$ cat src/rtl/alu_operand_sequencer_if.sv
// Bundles the switch/button inputs, the ALU handshake and the captured outputs of the sequencer.
// The environment uses the master modport and the sequencer uses the slave modport.
interface alu_operand_sequencer_if #(
    parameter int unsigned N = 4
);
    logic [N-1:0] sw;
    logic         btn_next_n;
    logic         btn_clr_n;
    logic [N-1:0] alu_result;
    logic         alu_carry_sum;
    logic         alu_carry_sub;
    logic [N-1:0] a;
    logic [N-1:0] b;
    logic [2:0]   op;
    logic         op_sum;
    logic         op_subt;
    logic [N-1:0] res_q;
    logic         carry_q;
    logic         res_valid;
    logic [2:0]   state_o;

    modport master (
        output sw, btn_next_n, btn_clr_n, alu_result, alu_carry_sum, alu_carry_sub,
        input  a, b, op, op_sum, op_subt, res_q, carry_q, res_valid, state_o
    );

    modport slave (
        input  sw, btn_next_n, btn_clr_n, alu_result, alu_carry_sum, alu_carry_sub,
        output a, b, op, op_sum, op_subt, res_q, carry_q, res_valid, state_o
    );
endinterface

$ cat src/rtl/alu_operand_sequencer.sv
// Steps switch values into ALU operand, opcode and mode registers and captures the ALU result.
// Define ALU_SEQ_DEBOUNCE_EN to insert per-button debounce counters ahead of the edge detectors.
module alu_operand_sequencer #(
    parameter int unsigned N               = 4,
    parameter int unsigned DEBOUNCE_CYCLES = 16
) (
    input logic                   clk,
    input logic                   rst_n,
    alu_operand_sequencer_if.slave bus
);

    if (N < 3 || DEBOUNCE_CYCLES < 1) begin : gen_param_check
        $error("alu_operand_sequencer: N must be >= 3 and DEBOUNCE_CYCLES >= 1");
    end

    typedef enum logic [2:0] {
        StLoadA    = 3'd0,
        StLoadB    = 3'd1,
        StLoadOp   = 3'd2,
        StLoadMode = 3'd3,
        StExec     = 3'd4,
        StShow     = 3'd5
    } state_e;

    state_e       state_q, state_d;
    logic [N-1:0] a_q, a_d;
    logic [N-1:0] b_q, b_d;
    logic [2:0]   op_q, op_d;
    logic         op_sum_q, op_sum_d;
    logic         op_subt_q, op_subt_d;
    logic [N-1:0] res_q, res_d;
    logic         carry_q, carry_d;

    // Bit 0 carries the next button, bit 1 the clear button.
    logic [1:0] btn_raw;
    logic [1:0] sync1_q;
    logic [1:0] sync2_q;
    logic [1:0] level;
    logic [1:0] prev_q;
    logic [1:0] press;
    logic       next_pulse;
    logic       clr_pulse;

    assign btn_raw = {bus.btn_clr_n, bus.btn_next_n};

    always_ff @(posedge clk or negedge rst_n) begin
        if (!rst_n) begin
            sync1_q <= 2'b11;
            sync2_q <= 2'b11;
            prev_q  <= 2'b11;
        end else begin
            sync1_q <= btn_raw;
            sync2_q <= sync1_q;
            prev_q  <= level;
        end
    end

`ifdef ALU_SEQ_DEBOUNCE_EN
    localparam int unsigned CntW = $clog2(DEBOUNCE_CYCLES + 1);

    logic [1:0][CntW-1:0] db_cnt_q, db_cnt_d;
    logic [1:0]           level_q, level_d;

    // The counter tracks consecutive cycles the synchronized input disagrees with the level.
    always_comb begin
        level_d  = level_q;
        db_cnt_d = '0;
        for (int i = 0; i < 2; i++) begin
            if (sync2_q[i] != level_q[i]) begin
                if (db_cnt_q[i] == CntW'(DEBOUNCE_CYCLES - 1)) begin
                    level_d[i] = sync2_q[i];
                end else begin
                    db_cnt_d[i] = db_cnt_q[i] + CntW'(1);
                end
            end
        end
    end

    always_ff @(posedge clk or negedge rst_n) begin
        if (!rst_n) begin
            db_cnt_q <= '0;
            level_q  <= 2'b11;
        end else begin
            db_cnt_q <= db_cnt_d;
            level_q  <= level_d;
        end
    end

    assign level = level_q;
`else
    assign level = sync2_q;
`endif

    assign press      = prev_q & ~level;
    assign next_pulse = press[0];
    assign clr_pulse  = press[1];

    always_comb begin
        state_d   = state_q;
        a_d       = a_q;
        b_d       = b_q;
        op_d      = op_q;
        op_sum_d  = op_sum_q;
        op_subt_d = op_subt_q;
        res_d     = res_q;
        carry_d   = carry_q;

        if (clr_pulse) begin
            state_d   = StLoadA;
            a_d       = '0;
            b_d       = '0;
            op_d      = '0;
            op_sum_d  = 1'b0;
            op_subt_d = 1'b0;
            res_d     = '0;
            carry_d   = 1'b0;
        end else begin
            case (state_q)
                StLoadA: begin
                    if (next_pulse) begin
                        a_d     = bus.sw;
                        state_d = StLoadB;
                    end
                end
                StLoadB: begin
                    if (next_pulse) begin
                        b_d     = bus.sw;
                        state_d = StLoadOp;
                    end
                end
                StLoadOp: begin
                    if (next_pulse) begin
                        op_d    = bus.sw[2:0];
                        state_d = StLoadMode;
                    end
                end
                StLoadMode: begin
                    if (next_pulse) begin
                        {op_subt_d, op_sum_d} = bus.sw[1:0];
                        state_d               = StExec;
                    end
                end
                StExec: begin
                    // Subtract mode takes precedence when both mode bits are set.
                    res_d   = bus.alu_result;
                    carry_d = op_subt_q ? bus.alu_carry_sub : (op_sum_q & bus.alu_carry_sum);
                    state_d = StShow;
                end
                StShow: begin
                    if (next_pulse) begin
                        state_d = StLoadA;
                    end
                end
                default: state_d = StLoadA;
            endcase
        end
    end

    always_ff @(posedge clk or negedge rst_n) begin
        if (!rst_n) begin
            state_q   <= StLoadA;
            a_q       <= '0;
            b_q       <= '0;
            op_q      <= '0;
            op_sum_q  <= 1'b0;
            op_subt_q <= 1'b0;
            res_q     <= '0;
            carry_q   <= 1'b0;
        end else begin
            state_q   <= state_d;
            a_q       <= a_d;
            b_q       <= b_d;
            op_q      <= op_d;
            op_sum_q  <= op_sum_d;
            op_subt_q <= op_subt_d;
            res_q     <= res_d;
            carry_q   <= carry_d;
        end
    end

    assign bus.a         = a_q;
    assign bus.b         = b_q;
    assign bus.op        = op_q;
    assign bus.op_sum    = op_sum_q;
    assign bus.op_subt   = op_subt_q;
    assign bus.res_q     = res_q;
    assign bus.carry_q   = carry_q;
    assign bus.res_valid = (state_q == StShow);
    assign bus.state_o   = state_q;

endmodule

$ cat src/flat_wrapper.sv
// flat-port wrapper written by rule: the top's interface ports become plain ports
module alu_operand_sequencer_flat 
#(
    parameter int unsigned N               = 4,
    parameter int unsigned DEBOUNCE_CYCLES = 16
)
  (clk, rst_n, bus_sw, bus_btn_next_n, bus_btn_clr_n, bus_alu_result, bus_alu_carry_sum, bus_alu_carry_sub, bus_a, bus_b, bus_op, bus_op_sum, bus_op_subt, bus_res_q, bus_carry_q, bus_res_valid, bus_state_o);
  alu_operand_sequencer_if #(.N(N)) bus_i ();
  input logic clk;
  input logic rst_n;
  input wire logic [$bits(bus_i.sw)-1:0] bus_sw;
  input wire logic [$bits(bus_i.btn_next_n)-1:0] bus_btn_next_n;
  input wire logic [$bits(bus_i.btn_clr_n)-1:0] bus_btn_clr_n;
  input wire logic [$bits(bus_i.alu_result)-1:0] bus_alu_result;
  input wire logic [$bits(bus_i.alu_carry_sum)-1:0] bus_alu_carry_sum;
  input wire logic [$bits(bus_i.alu_carry_sub)-1:0] bus_alu_carry_sub;
  output wire logic [$bits(bus_i.a)-1:0] bus_a;
  output wire logic [$bits(bus_i.b)-1:0] bus_b;
  output wire logic [$bits(bus_i.op)-1:0] bus_op;
  output wire logic [$bits(bus_i.op_sum)-1:0] bus_op_sum;
  output wire logic [$bits(bus_i.op_subt)-1:0] bus_op_subt;
  output wire logic [$bits(bus_i.res_q)-1:0] bus_res_q;
  output wire logic [$bits(bus_i.carry_q)-1:0] bus_carry_q;
  output wire logic [$bits(bus_i.res_valid)-1:0] bus_res_valid;
  output wire logic [$bits(bus_i.state_o)-1:0] bus_state_o;
  assign bus_i.sw = bus_sw;
  assign bus_i.btn_next_n = bus_btn_next_n;
  assign bus_i.btn_clr_n = bus_btn_clr_n;
  assign bus_i.alu_result = bus_alu_result;
  assign bus_i.alu_carry_sum = bus_alu_carry_sum;
  assign bus_i.alu_carry_sub = bus_alu_carry_sub;
  assign bus_a = bus_i.a;
  assign bus_b = bus_i.b;
  assign bus_op = bus_i.op;
  assign bus_op_sum = bus_i.op_sum;
  assign bus_op_subt = bus_i.op_subt;
  assign bus_res_q = bus_i.res_q;
  assign bus_carry_q = bus_i.carry_q;
  assign bus_res_valid = bus_i.res_valid;
  assign bus_state_o = bus_i.state_o;
  alu_operand_sequencer #(.N(N), .DEBOUNCE_CYCLES(DEBOUNCE_CYCLES)) u_core (.clk(clk), .rst_n(rst_n), .bus(bus_i));
endmodule
$ cat config.mk
export PLATFORM = sky130hd
export DESIGN_NAME = alu_operand_sequencer_flat
export DESIGN_NICKNAME = d
export VERILOG_FILES = /design/src/rtl/alu_operand_sequencer_if.sv /design/src/rtl/alu_operand_sequencer.sv /design/src/flat_wrapper.sv
export SDC_FILE = /design/constraint.sdc
export NUM_CORES = 1
export LEC_CHECK = 0
export BUFFER_PORTS_ARGS = -buffer_cell sky130_fd_sc_hd__buf_2
export CORE_ASPECT_RATIO = 0.75
export CORE_MARGIN = 2
export CORE_UTILIZATION = 52
export CTS_CLUSTER_SIZE = 10
export DETAILED_ROUTE_END_ITERATION = 7
export PLACE_DENSITY = 0.81
export SETUP_SLACK_MARGIN = 0.1
export SLEW_MARGIN = 20
export SYNTH_ARGS = -nofsm -noshare
export SYNTH_HDL_FRONTEND = slang
export SYNTH_SLANG_ARGS = --single-unit
$ cat constraint.sdc
create_clock -name clk -period 3.1 [get_ports clk]
set_input_delay 0.155 -clock clk [delete_from_list [all_inputs] [get_ports clk]]
set_output_delay 0.155 -clock clk [all_outputs]
set_load 0.005 [all_outputs]
Word-level counts from Yosys, hierarchy flattened
Index checks and enable logic that the tools add are counted.

Bits in registers: 27. Input bits: 14. Output and inout port bits: 22. Logic and storage cells: 62.

Eq/ne operators: 10. Multiplexer cells: 26. Bitwise logic cells: 3. Reduce and logical (&&, ||, !) cells: 12.

Operator list (count): $mux 4 (7); $mux 3 (9); $pmux 3 s6 (1); $ne 3x1->1 const B (5); $reduce_bool 2->1 (6); $mux 1 (9); $reduce_and 2->1 (4); $eq 3x2->1 const B (2); $eq 3x3->1 const B (2); $reduce_and 5->1 (1); $eq 3x1->1 const B (1); $logic_not 3->1 (1); $and 2x2->2 (1); $not 2->2 (1); $and 1x1->1 (1).

Longest topological paths before layout
Gate-level depths: netlist of the first run.

Word-level depth: 5. Mapped depth: 5. Depth with buffers taken out: 3.

Worst setup path before layout of the first run
No wires, ideal clock.

Path kind: flip-flop to flip-flop. From: register u_core.prev_q[0]. To: register u_core.op_q[0], in the netlist u_core.bus.op[0]. Arrival: 1219 ps. Data required time: 3021 ps. Path slack: 1802 ps. Cell stages (with the launch flop): 5. Buffers on the path: 1. Period minus slack after synthesis: 1298 ps. Cell sequence: dfstp_2 nor3b_2 and3b_1 buf_2 mux2i_1.

Word-level cells in the longest chain between the ends: 3.

Ends and longest elaborated chain: from (decl) (line alu_operand_sequencer.sv:39) `logic [1:0] prev_q;`; from (signal assigned) (line alu_operand_sequencer.sv:54) `prev_q <= level;`; $and 2x2->2 (line alu_operand_sequencer.sv:94) `assign press = prev_q & ~level;`; $reduce_bool 2->1 (no source line); $reduce_and 2->1 (no source line); to (signal assigned) (line alu_operand_sequencer.sv:173) `op_q <= op_d;`; to (decl) (line alu_operand_sequencer.sv:28) `logic [2:0] op_q, op_d;`.

Every way passes these cells. A chain may end at the register's enable or synchronous reset.

Worst setup path after layout of the first run
From: register u_core.sync2_q[1], in the netlist u_core.level[1]. To: register u_core.a_q[0], in the netlist u_core.bus.a[0].

Word-level cells in the longest chain between the ends: 4. Elaborated cells on any way between the ends: 6. Those cells by class: 1 x mux; 2 x bitwise; 3 x reduce/logical.

Ends and longest elaborated chain: from (decl) (line alu_operand_sequencer.sv:37) `logic [1:0] sync2_q;`; from (signal assigned) (line alu_operand_sequencer.sv:53) `sync2_q <= sync1_q;`; $not 2->2 (*) (line alu_operand_sequencer.sv:94); $and 2x2->2 (*) (line alu_operand_sequencer.sv:94); $reduce_bool 2->1 (no source line); $reduce_and 2->1 (no source line); to (signal assigned) (line alu_operand_sequencer.sv:162) `a_q <= '0;`; to (signal assigned) (line alu_operand_sequencer.sv:171) `a_q <= a_d;`; to (decl) (line alu_operand_sequencer.sv:26) `logic [N-1:0] a_q, a_d;`.

Mark *: on every way between the ends. The rest lies on a longest branch, timed or not.

==> insert_results.sql, run 1 <==
INSERT INTO impl_metrics (metric_group, metric, value, unit) VALUES
('outcome', 'status', 'completed', ''),
('route', 'dr.pass1.iters', '4', ''),
('logic_synthesis', 'synth.cells.most_frequent', '21 x sky130_fd_sc_hd__dfrtp_1, 19 x sky130_fd_sc_hd__nand2_1, 17 x sky130_fd_sc_hd__mux2i_1', ''),
('pwr', 'power_switching', '0.2011', 'mW'),
('clock_network', 'ctsRootBufferMaster', 'sky130_fd_sc_hd__clkbuf_4', ''),
('logic_synthesis', 'postSynth.asyncResetShare', '100.0', '%'),
('grt', 'antenna_found_initial', '0', ''),
('grt', 'grtUsageTotal', '19.55', '%'),
('run', 'max_cap_violations', '0', ''),
('grt', 'grt_pass1_vias', '786', ''),
('final_layout', 'final_cell_count_no_fill', '155', ''),
('sta', 'clock-skew-final', '0.006304', 'ns'),
('logic_synthesis', 'seq_area_frac_synth', '60.73', '%'),
('pwr', 'cellInternalPower', '0.5048', 'mW'),
('sta', 'max_fclk', '0.6371', 'GHz'),
('setup_path', 'rrSetupSlack', '1.53', 'ns'),
('pwr', 'power.leakage', '0.7556', 'nW'),
('setup_path', 'critPathCaptureType', 'register', ''),
('clock_network', 'cts.path.max_buffers', '2', ''),
('sta', 'timing.max_slew.rel_slack', '57.76', '%'),
('pwr', 'cellPowerDensity', '518.1', 'nW/um2'),
('die', 'chipWidth', '57.71', 'um'),
('setup_path', 'worstSetupStartpointType', 'register', ''),
('grt', 'grt_first_pass_wirelength', '3.601', 'mm'),
('sta', 'fin_crit_sh', '50.63', '%'),
('hold_path', 'min_from', 'bus_alu_result[3]', ''),
('final_layout', 'fraction_of_layout_cells_with_a_size_suffix_above_1', '37.40', '%'),
('route', 'dr_total_vias', '809', ''),
('sta', 'fin_tns_setup', '0', 'ns'),
('clock_network', 'clock_latency_late_sink', '0.33', 'ns'),
('die', 'effective_utilization_at_floorplan', '55.36', '%'),
('logic_synthesis', 'ys_seq_elements', '27', ''),
('sta', 'timing_worst_slew_pin_value', '0.6336', 'ns'),
('pwr', 'irDropWorstVdd', '0.3771', 'mV'),
('logic_synthesis', 'yosys.cell_types.count', '19', ''),
('pwr', 'combinationalPowerShare', '17.7', '%'),
('logic_synthesis', 'mappedNetlistNets', '108', ''),
('die', 'floorplan.die_area', '2555', 'um2'),
('clock_network', 'cts.sink_count', '27', ''),
('place', 'numPortBuffers', '35', ''),
('setup_path', 'timing.setup.critical_path_class', 'register to register', ''),
('die', 'floorplan_core_area', '2032', 'um2'),
('sta', 'maxSlewViolCount', '0', ''),
('hold_path', 'hp-class', 'primary input to register', ''),
('sta', 'period_needed', '1.570', 'ns'),
('setup_path', 'worst-path-max-fanout', '19', ''),
('clock_network', 'count_of_h_tree_levels_built_during_cts', '1', ''),
('die', 'rows', '14', ''),
('hold_path', 'hold_depth', '3', ''),
('final_layout', 'multi_input_gate_area_in_the_final_layout', '416.7', 'um2'),
('sta', 'finalHoldViolations', '0', ''),
('logic_synthesis', 'yosys_most_used_dff', 'sky130_fd_sc_hd__dfrtp_1', ''),
('clock_network', 'numCtsBuffers', '3', ''),
('grt', 'grt_residual_overflow', '0', ''),
('pwr', 'pwr-share-clk', '21.7', '%'),
('logic_synthesis', 'yosys.cell_count.top_type', 'sky130_fd_sc_hd__dfrtp_1', ''),
('setup_path', 'cp.arrival', '1.83', 'ns'),
('grt', 'grt_max_degree', '28', ''),
('final_layout', 'final_net_count', '146', ''),
('setup_path', 'r2r_start', 'u_core.level[1]', ''),
('logic_synthesis', 'edff_count_synth', '0', ''),
('route', 'drt_first_iter_violations', '25', ''),
('clock_network', 'clk_pin_slew_worst_paths', '0.14', 'ns'),
('logic_synthesis', 'synth_area_per_cell', '11.97', 'um2'),
('route', 'wirelength', '2.148', 'mm'),
('place', 'placed_cells', '148', ''),
('pwr', 'p_sw_share', '28.49', '%'),
('setup_path', 'cp.required', '3.36', 'ns'),
('logic_synthesis', 'synth.cell_area', '1125', 'um2'),
('clock_network', 'cts_post_setup_buffers_inserted', '0', ''),
('route', 'drcViolationCount', '0', '');
flip-flops by register name, summed over array words and instances, names as in the netlist:
register / flops
u_core.bus.a: 4
u_core.bus.b: 4
u_core.bus.res_q: 4
u_core.bus.op: 3
u_core.bus.state_o: 3
u_core.level: 2
u_core.prev_q: 2
u_core.sync1_q: 2
u_core.bus.carry_q: 1
u_core.bus.op_subt: 1
u_core.bus.op_sum: 1
power by group through the flow:
stage                     registers, mW  clock network, mW  logic, mW
after floorplan                   0.421                  0     0.0790
after global placement            0.431                  0      0.119
after CTS                         0.428              0.158      0.127
after detailed placement          0.435                  0      0.123
final                             0.428              0.153      0.125
after global routing              0.436              0.169      0.140
metal layers:
metal / vias to the layer above / part of all wire (%) / global-route usage, %
li1: 388 / - / -
met1: 398 / 46 / 25.10
met2: 19 / 48 / 31.82
met3: 4 / 4.6 / 6.140
met4: 0 / 1.3 / 6.977
met5: - / 0 / 0
worst max-delay path: cells and delay by family, from the launching register on:
kind	cells	cell delay (ns)
simple gates	2	0.73
flops	1	0.57
mux	1	0.19
cell type report:
class,count,area share [%]
sequential,27,50.14
multi-input combinational,62,30.58
timing repair buffer,38,15.06
tap,24,2.204
clock buffer,3,1.653
clock inverter,1,0.3673
through the flow:
step / utilization, % / worst slack [ns] / total power [mW] / hold WS [ns] / instance area [um2]
floorplan: - / 1.802 / 0.5000 / -0.1406 / 1125
global placement: 64.22 / 1.640 / 0.5507 / 0.1792 / 1305
detailed placement: 64.22 / 1.551 / 0.5579 / 0.1890 / 1305
CTS: 67.06 / 1.497 / 0.7128 / 0.05792 / 1363
global route: 67.06 / 1.371 / 0.7440 / 0.05484 / 1363
finish: 67.06 / 1.530 / 0.7059 / 0.05973 / 1363
logic make-up after synthesis:
| group | Yosys count | share of synthesized area [%] |
|---|---|---|
| mux | 17 | 15.13 |
| buf+inv | 5 | 2.224 |
| simple gates | 40 | 19.35 |
| xor+xnor | 1 | 0.7788 |
| flops | 27 | 60.73 |
| compound gates | 4 | 1.779 |
how the worst max path moves through the flow:
stage	slack, ns	from	to
finish	1.53	u_core.level[1]	u_core.bus.a[0]
CTS	1.50	u_core.level[1]	u_core.bus.a[0]
global route	1.37	u_core.level[1]	u_core.bus.b[1]
global placement	1.64	u_core.level[1]	u_core.bus.a[0]
floorplan	1.80	u_core.prev_q[0]	u_core.bus.op[0]
detailed placement	1.55	u_core.level[1]	u_core.bus.op_subt
timing repair:
action / CTS / global route
resized for setup: 0 / 0
hold buffers: 3 / 0
endpoints found under the hold margin: 23 / 0
setup endpoints to repair: 0 / 0
layout by cell type, fill, tap and decap left out, drive strengths merged:
| master | synthesis | layout |
|---|---|---|
| and3b | 3 | 3 |
| buf | 5 | 35 |
| nand2 | 19 | 19 |
| o21ai | 1 | 1 |
| clkinv | 0 | 1 |
| nand2b | 1 | 1 |
| dlygate4sd3 | 0 | 3 |
| nor2b | 2 | 2 |
| mux2i | 17 | 17 |
| dfrtp | 21 | 21 |
| a21oi | 3 | 3 |
| dfstp | 6 | 6 |
| nor2 | 6 | 6 |
| nor3b | 2 | 2 |
| nand3b | 3 | 3 |
| nor3 | 2 | 2 |
| clkbuf | 0 | 3 |
| nand3 | 2 | 2 |
| xor2 | 1 | 1 |
Note: power is estimated with default switching activity, not from simulation.
==> run 2, diff against run 1 <==
--- a/config.mk
+++ b/config.mk
@@ -8,10 +8,10 @@
 export BUFFER_PORTS_ARGS = -buffer_cell sky130_fd_sc_hd__buf_2
 export CORE_ASPECT_RATIO = 0.75
 export CORE_MARGIN = 2
-export CORE_UTILIZATION = 52
+export CORE_UTILIZATION = 49
 export CTS_CLUSTER_SIZE = 10
 export DETAILED_ROUTE_END_ITERATION = 7
-export PLACE_DENSITY = 0.81
+export PLACE_DENSITY = 0.77
 export SETUP_SLACK_MARGIN = 0.1
 export SLEW_MARGIN = 20
 export SYNTH_ARGS = -nofsm -noshare
==> constraint.sdc (replaced) <==
create_clock -name clk -period 1.6 [get_ports clk]
set_input_delay 0.08 -clock clk [delete_from_list [all_inputs] [get_ports clk]]
set_output_delay 0.08 -clock clk [all_outputs]
set_load 0.005 [all_outputs]
==> run 2 against run 1 <==
Effect of this change: fmax increased by 10%; global-route usage decreased by 0.52 points; clock power increased by 90%; clock skew decreased by 0.0024 ns; via count increased by 0.99%; sequential share of layout area decreased by 2.1 points; sequential cell count unchanged; total power increased by 95%; combinational power increased by 100%; final cell count increased by 3.9%; critical path type unchanged; largest cell class unchanged; largest power group unchanged; highest routed layer unchanged.
==> insert_results.sql, run 2 (synthesis gave the netlist of run 1 again) <==
INSERT INTO impl_metrics (metric_group, metric, value, unit) VALUES
('outcome', 'status', 'completed', ''),
('setup_path', 'worstSetupStartpointType', 'register', ''),
('sta', 'finalHoldViolations', '0', ''),
('sta', 'period_needed', '1.427', 'ns'),
('setup_path', 'cp.arrival', '1.68', 'ns'),
('pwr', 'p_sw_share', '27.99', '%'),
('sta', 'fin_crit_sh', '89.22', '%'),
('sta', 'grt_setup_unrepaired', 'no', ''),
('final_layout', 'n_antenna_cell', '0', ''),
('grt', 'antenna_found_initial', '0', ''),
('route', 'avgViaCountPerCell', '5.075', ''),
('pwr', 'power_switching', '0.3846', 'mW'),
('pwr', 'pwr-share-clk', '21.2', '%'),
('sta', 'timing.max_slew.rel_slack', '61.89', '%'),
('setup_path', 'timing.setup.critical_path_class', 'register to register', ''),
('place', 'dp_hpwl', '1.537', 'mm'),
('die', 'rows', '14', ''),
('route', 'drt_first_iter_violations', '27', ''),
('setup_path', 'cp.required', '1.86', 'ns'),
('clock_network', 'clk_pin_slew_worst_paths', '0.14', 'ns'),
('final_layout', 'final_cell_count_no_fill', '161', ''),
('clock_network', 'count_of_h_tree_levels_built_during_cts', '1', ''),
('clock_network', 'ctsRootBufferMaster', 'sky130_fd_sc_hd__clkbuf_4', ''),
('setup_path', 'critical-path-slowest-cell', 'sky130_fd_sc_hd__dfstp_2', ''),
('sta', 'finalSetupViolCount', '0', ''),
('final_layout', 'layout.cells.most_common', 'sky130_fd_sc_hd__buf_2', ''),
('setup_path', 'crit_start', 'u_core.prev_q[0]', ''),
('final_layout', 'fill_cells', '157', ''),
('route', 'dr_total_vias', '817', ''),
('sta', 'maxSlewViolCount', '0', ''),
('grt', 'grt_max_degree', '28', ''),
('final_layout', 'multi_input_gate_area_in_the_final_layout', '417.9', 'um2'),
('final_layout', 'layout.cells.most_common_list', '35 x sky130_fd_sc_hd__buf_2, 21 x sky130_fd_sc_hd__dfrtp_1, 19 x sky130_fd_sc_hd__nand2_1, 17 x sky130_fd_sc_hd__mux2i_1, 7 x sky130_fd_sc_hd__dlygate4sd3_1', ''),
('pwr', 'irDropWorstVdd', '0.6910', 'mV'),
('route', 'dr.pass1.iters', '4', ''),
('final_layout', 'fraction_of_layout_cells_with_a_size_suffix_above_1', '37.96', '%'),
('pwr', 'power.leakage', '0.7769', 'nW'),
('die', 'design.portCount', '36', ''),
('pwr', 'combinationalPowerShare', '18.6', '%'),
('clock_network', 'cts_tree', 'built', ''),
('sta', 'max_fclk', '0.7005', 'GHz'),
('setup_path', 'worst-path-max-fanout', '4', ''),
('die', 'floorplan.die_area', '2699', 'um2'),
('place', 'placed_cells', '150', ''),
('final_layout', 'regArea', '683.2', 'um2'),
('pwr', 'cellPowerDensity', '966.9', 'nW/um2'),
('sta', 'timing_worst_slew_pin_value', '0.5717', 'ns'),
('sta', 'clock-skew-final', '0.003871', 'ns'),
('setup_path', 'critPathCaptureType', 'register', ''),
('grt', 'grt_first_pass_wirelength', '3.698', 'mm'),
('clock_network', 'cts.path.max_buffers', '2', ''),
('route', 'detail-route-antenna-nets', '0', ''),
('route', 'drcViolationCount', '0', ''),
('setup_path', 'r2r_start', 'u_core.prev_q[0]', ''),
('grt', 'grtUsageTotal', '19.03', '%'),
('final_layout', 'area_growth_from_synthesis_to_layout', '26.36', '%'),
('clock_network', 'numCtsBuffers', '3', ''),
('place', 'placer_congestion', '0.7362', ''),
('hold_path', 'min_from', 'bus_alu_result[0]', ''),
('setup_path', 'crit_path_cell_trace', 'nor3b_2 -> and3b_2 -> mux2i_1', ''),
('final_layout', 'final_net_count', '152', ''),
('die', 'die_height', '45.50', 'um'),
('sta', 'fin_tns_setup', '0', 'ns'),
('grt', 'grt_pass1_vias', '790', ''),
('clock_network', 'cts.sink_count', '27', ''),
('die', 'floorplan_core_area', '2085', 'um2'),
('run', 'max_cap_violations', '0', ''),
('die', 'chipWidth', '59.33', 'um'),
('clock_network', 'cts_post_setup_buffers_inserted', '0', ''),
('route', 'routed_wl_per_cell', '13.56', 'um'),
('route', 'wirelength', '2.183', 'mm'),
('grt', 'grt_residual_overflow', '0', ''),
('pwr', 'cellInternalPower', '0.9897', 'mW'),
('setup_path', 'largest_stage_delay_worst_path', '0.56', 'ns'),
('hold_path', 'hp-class', 'primary input to register', ''),
('pwr', 'seq_power_share', '60.3', '%'),
('place', 'numPortBuffers', '35', ''),
('clock_network', 'clock_latency_late_sink', '0.32', 'ns'),
('die', 'effective_utilization_at_floorplan', '53.96', '%');
==> run 2: changes by cell type in the layout (fill, tap and decap cells not counted), sizes merged <==
cell         delta
dlygate4sd3     +4
buf             +2
clkinv          -1
clkinvlp        +1
==> run 2: timing repair <==
item                                    CTS  global route
hold buffers                              6             1
resized for setup                         0             1
hold endpoints to repair                 27             1
endpoints found under the setup margin    0             2
==> run 2: path summary, 6_finish.rpt <==
| kind | endpoint | slack [ns] | cells after the start |
|---|---|---|---|
| max | u_core.bus.op[0] | 0.17 | 3 |
| min | u_core.bus.res_q[0] | 0.005 | 3 |
| max reg2reg | u_core.bus.op[0] | 0.17 | 3 |
| min reg2reg | u_core.level[1] | 0.37 | 0 |
| max in group asynchronous | u_core.level[0] | 0.96 | 2 |
| min in group asynchronous | u_core.bus.res_q[1] | 0.26 | 2 |
==> run 2: per-stage QoR <==
stage | hold slack, ns | utilization (%) | power [mW] | area, um2 | worst slack, ns
2_1_floorplan | -0.2156 | - | 0.9688 | 1125 | 0.3021
3_3_place_gp | 0.1076 | 63.33 | 1.071 | 1320 | 0.2745
3_5_place_dp | 0.1142 | 63.33 | 1.084 | 1320 | 0.2048
4_1_cts | 0.003462 | 67.65 | 1.391 | 1410 | 0.1776
5_1_grt | 0.01844 | 68.19 | 1.471 | 1421 | 0.09624
6_report | 0.005039 | 68.19 | 1.374 | 1421 | 0.1725
==> run 2: routing by layer <==
layer	global-route usage, %	share of wire, %	vias to the layer above
met5	0	0	-
met4	5.000	0.46	0
met3	7.102	4.4	2
met2	28.35	49	19
met1	26.44	47	396
li1	-	-	400
==> run 2: worst max-delay path: cells and delay by family (launching register included) <==
family / cells / cell delay [ns]
flip-flops: 1 / 0.56
multiplexers: 1 / 0.20
AND/OR/NAND/NOR: 2 / 0.61
==> run 2: power by group through the flow <==
stage / clock (mW) / sequential [mW] / combinational, mW
2_1_floorplan: 0 / 0.816 / 0.153
3_3_place_gp: 0 / 0.835 / 0.236
3_5_place_dp: 0 / 0.841 / 0.243
4_1_cts: 0.306 / 0.829 / 0.255
5_1_grt: 0.342 / 0.843 / 0.287
6_report: 0.291 / 0.828 / 0.255
==> run 2: cell type report <==
cell class / count / area share [%]
Sequential cell: 27 / 48.06
Clock inverter: 1 / 0.5282
Multi-Input combinational cell: 62 / 29.40
Timing Repair Buffer: 44 / 18.31
Tap cell: 24 / 2.113
Clock buffer: 3 / 1.585
==> run 3, diff against run 2 <==
--- a/config.mk
+++ b/config.mk
@@ -8,10 +8,10 @@
 export BUFFER_PORTS_ARGS = -buffer_cell sky130_fd_sc_hd__buf_2
 export CORE_ASPECT_RATIO = 0.75
 export CORE_MARGIN = 2
-export CORE_UTILIZATION = 49
+export CORE_UTILIZATION = 52
 export CTS_CLUSTER_SIZE = 10
 export DETAILED_ROUTE_END_ITERATION = 7
-export PLACE_DENSITY = 0.77
+export PLACE_DENSITY = 0.81
 export SETUP_SLACK_MARGIN = 0.1
 export SLEW_MARGIN = 20
 export SYNTH_ARGS = -nofsm -noshare
==> constraint.sdc (replaced) <==
create_clock -name clk -period 1.9 [get_ports clk]
set_input_delay 0.095 -clock clk [delete_from_list [all_inputs] [get_ports clk]]
set_output_delay 0.095 -clock clk [all_outputs]
set_load 0.005 [all_outputs]
==> run 3 against run 2 <==
Effect of this change: wire length is 5.5% lower; register-to-register slack better by 0.29 ns; sequential share of layout area rose by 1.1 points; worst hold slack got worse by 0.00054 ns; non-clock buffer count shrank 3; fmax down 0.55%; largest cell class unchanged.
==> insert_results.sql, run 3 (synthesis gave the netlist of run 1 again) <==
INSERT INTO impl_metrics (metric_group, metric, value, unit) VALUES
('place', 'dp_hpwl', '1.485', 'mm'),
('sta', 'finalSetupViolCount', '0', ''),
('final_layout', 'fill_cells', '157', ''),
('final_layout', 'final_core_utilization', '68.41', '%'),
('final_layout', 'final_net_count', '149', ''),
('sta', 'max_fclk', '0.6967', 'GHz'),
('grt', 'grtUsageTotal', '18.35', '%'),
('die', 'die_height', '44.28', 'um'),
('die', 'floorplan_core_area', '2032', 'um2'),
('run', 'max_cap_violations', '0', ''),
('final_layout', 'layout.cells.most_common', 'sky130_fd_sc_hd__buf_2', ''),
('clock_network', 'clock_latency_late_sink', '0.33', 'ns'),
('die', 'floorplan.die_area', '2555', 'um2'),
('route', 'dr_total_vias', '807', ''),
('grt', 'grt_residual_overflow', '0', ''),
('route', 'drcViolationCount', '0', ''),
('clock_network', 'cts.path.max_buffers', '2', ''),
('final_layout', 'multi_input_gate_area_in_the_final_layout', '416.7', 'um2'),
('pwr', 'power.leakage', '0.7684', 'nW'),
('route', 'routed_wl_per_cell', '13.06', 'um'),
('sta', 'post-route-worst-setup-slack', '0.4646', 'ns'),
('sta', 'clock-skew-final', '0.005418', 'ns'),
('route', 'dr.pass1.iters', '4', ''),
('sta', 'fin_crit_sh', '75.55', '%'),
('setup_path', 'timing.setup.critical_path_class', 'register to register', ''),
('die', 'effective_utilization_at_floorplan', '55.36', '%'),
('clock_network', 'ctsRootBufferMaster', 'sky130_fd_sc_hd__clkbuf_4', ''),
('outcome', 'status', 'completed', ''),
('final_layout', 'regArea', '683.2', 'um2'),
('setup_path', 'cp.required', '2.17', 'ns'),
('setup_path', 'cp.arrival', '1.70', 'ns'),
('clock_network', 'numCtsBuffers', '3', ''),
('clock_network', 'post_cts.resized_instances', '0', ''),
('clock_network', 'cts_post_setup_buffers_inserted', '0', ''),
('die', 'design.portCount', '36', ''),
('clock_network', 'clk_pin_slew_worst_paths', '0.14', 'ns'),
('final_layout', 'fraction_of_layout_cells_with_a_size_suffix_above_1', '37.31', '%'),
('place', 'placer_congestion', '0.6875', ''),
('final_layout', 'final_cell_count_no_fill', '158', ''),
('sta', 'grt_setup_unrepaired', 'no', ''),
('final_layout', 'n_antenna_cell', '0', ''),
('clock_network', 'cts.sink_count', '27', ''),
('route', 'avgViaCountPerCell', '5.108', ''),
('sta', 'fin_tns_setup', '0', 'ns'),
('sta', 'timing.max_slew.rel_slack', '61.15', '%'),
('sta', 'maxSlewViolCount', '0', ''),
('grt', 'grt_pass1_vias', '728', ''),
('grt', 'antenna_found_initial', '0', ''),
('sta', 'timing_worst_slew_pin_value', '0.5828', 'ns'),
('setup_path', 'worstSetupStartpointType', 'register', ''),
('clock_network', 'cts_tree', 'built', ''),
('grt', 'grt_max_degree', '28', ''),
('pwr', 'cellPowerDensity', '828.4', 'nW/um2'),
('final_layout', 'area_growth_from_synthesis_to_layout', '23.58', '%'),
('setup_path', 'critPathCaptureType', 'register', ''),
('final_layout', 'layout.cells.most_common_list', '35 x sky130_fd_sc_hd__buf_2, 21 x sky130_fd_sc_hd__dfrtp_1, 19 x sky130_fd_sc_hd__nand2_1, 17 x sky130_fd_sc_hd__mux2i_1', ''),
('setup_path', 'worst-path-max-fanout', '11', ''),
('die', 'rows', '14', ''),
('place', 'placed_cells', '149', ''),
('pwr', 'totalPowerFinal', '1.152', 'mW'),
('place', 'pre_cts_ws', '0.4855', 'ns'),
('sta', 'period_needed', '1.435', 'ns'),
('place', 'numPortBuffers', '35', ''),
('grt', 'grt_first_pass_wirelength', '3.401', 'mm'),
('route', 'wirelength', '2.064', 'mm'),
('die', 'chipWidth', '57.71', 'um'),
('route', 'drt_first_iter_violations', '28', ''),
('route', 'detail-route-antenna-nets', '0', ''),
('hold_path', 'hp-class', 'primary input to register', ''),
('pwr', 'irDropWorstVdd', '0.5964', 'mV'),
('clock_network', 'count_of_h_tree_levels_built_during_cts', '1', ''),
('sta', 'finalHoldViolations', '0', '');
==> run 3: changes by cell type in the layout (fill, tap and decap cells not counted), sizes merged <==
cell and change:
dlygate4sd3 -2, buf -1, clkinv +1, clkinvlp -1
==> run 3: metal layers <==
| layer | vias up | track usage, % | wire, um |
|---|---|---|---|
| li1 | 396 | - | - |
| met1 | 388 | 24.13 | 977 |
| met2 | 19 | 27.95 | 951 |
| met3 | 4 | 7.018 | 103 |
| met4 | 0 | 6.977 | 32 |
| met5 | - | 0 | 0 |
==> run 3: where the power goes <==
part / leakage [nW] / switching, mW / internal, mW
registers: 0.349 / 0.0572 / 0.639
clock network: 0.0177 / 0.170 / 0.0792
logic: 0.402 / 0.0967 / 0.109
total: 0.768 / 0.324 / 0.828
==> run 3: worst paths after layout <==
kind / slack [ns] / cells after the start / to / from
worst max-delay path: 0.46 / 4 / u_core.bus.op[1] / u_core.level[1]
worst min-delay path: 0.005 / 3 / u_core.bus.res_q[1] / bus_alu_result[1]
worst max register to register: 0.46 / 4 / u_core.bus.op[1] / u_core.level[1]
worst min register to register: 0.37 / 0 / u_core.level[1] / u_core.sync1_q[1]
max in group asynchronous: 1.24 / 2 / u_core.prev_q[0] / rst_n
min in group asynchronous: 0.27 / 2 / u_core.bus.carry_q / rst_n
==> run 3: what timing repair did <==
action                                 CTS  global route
hold buffers                             5             0
setup endpoints to repair                0             0
endpoints found under the hold margin   25             0
==> run 3: final cells by class <==
class	count	area share [%]
Clock buffer	3	1.620
Clock inverter	1	0.3600
Multi-Input combinational cell	62	29.97
Sequential cell	27	49.15
Tap cell	24	2.160
Timing Repair Buffer	41	16.74
==> run 3: stage by stage <==
stage	cell area (um2)	hold WS, ns
floorplan	1125	-0.2006
global placement	1313	0.1221
detailed placement	1313	0.1250
CTS	1390	0.002067
global route	1390	0.008186
finish	1390	0.004502
==> run 3: worst max-delay path: stages, from the launching register on <==
cell	delay, ns
sky130_fd_sc_hd__dfstp_2	0.57
sky130_fd_sc_hd__nand2b_1	0.29
sky130_fd_sc_hd__buf_4	0.25
sky130_fd_sc_hd__nand2_1	0.12
sky130_fd_sc_hd__mux2i_1	0.14
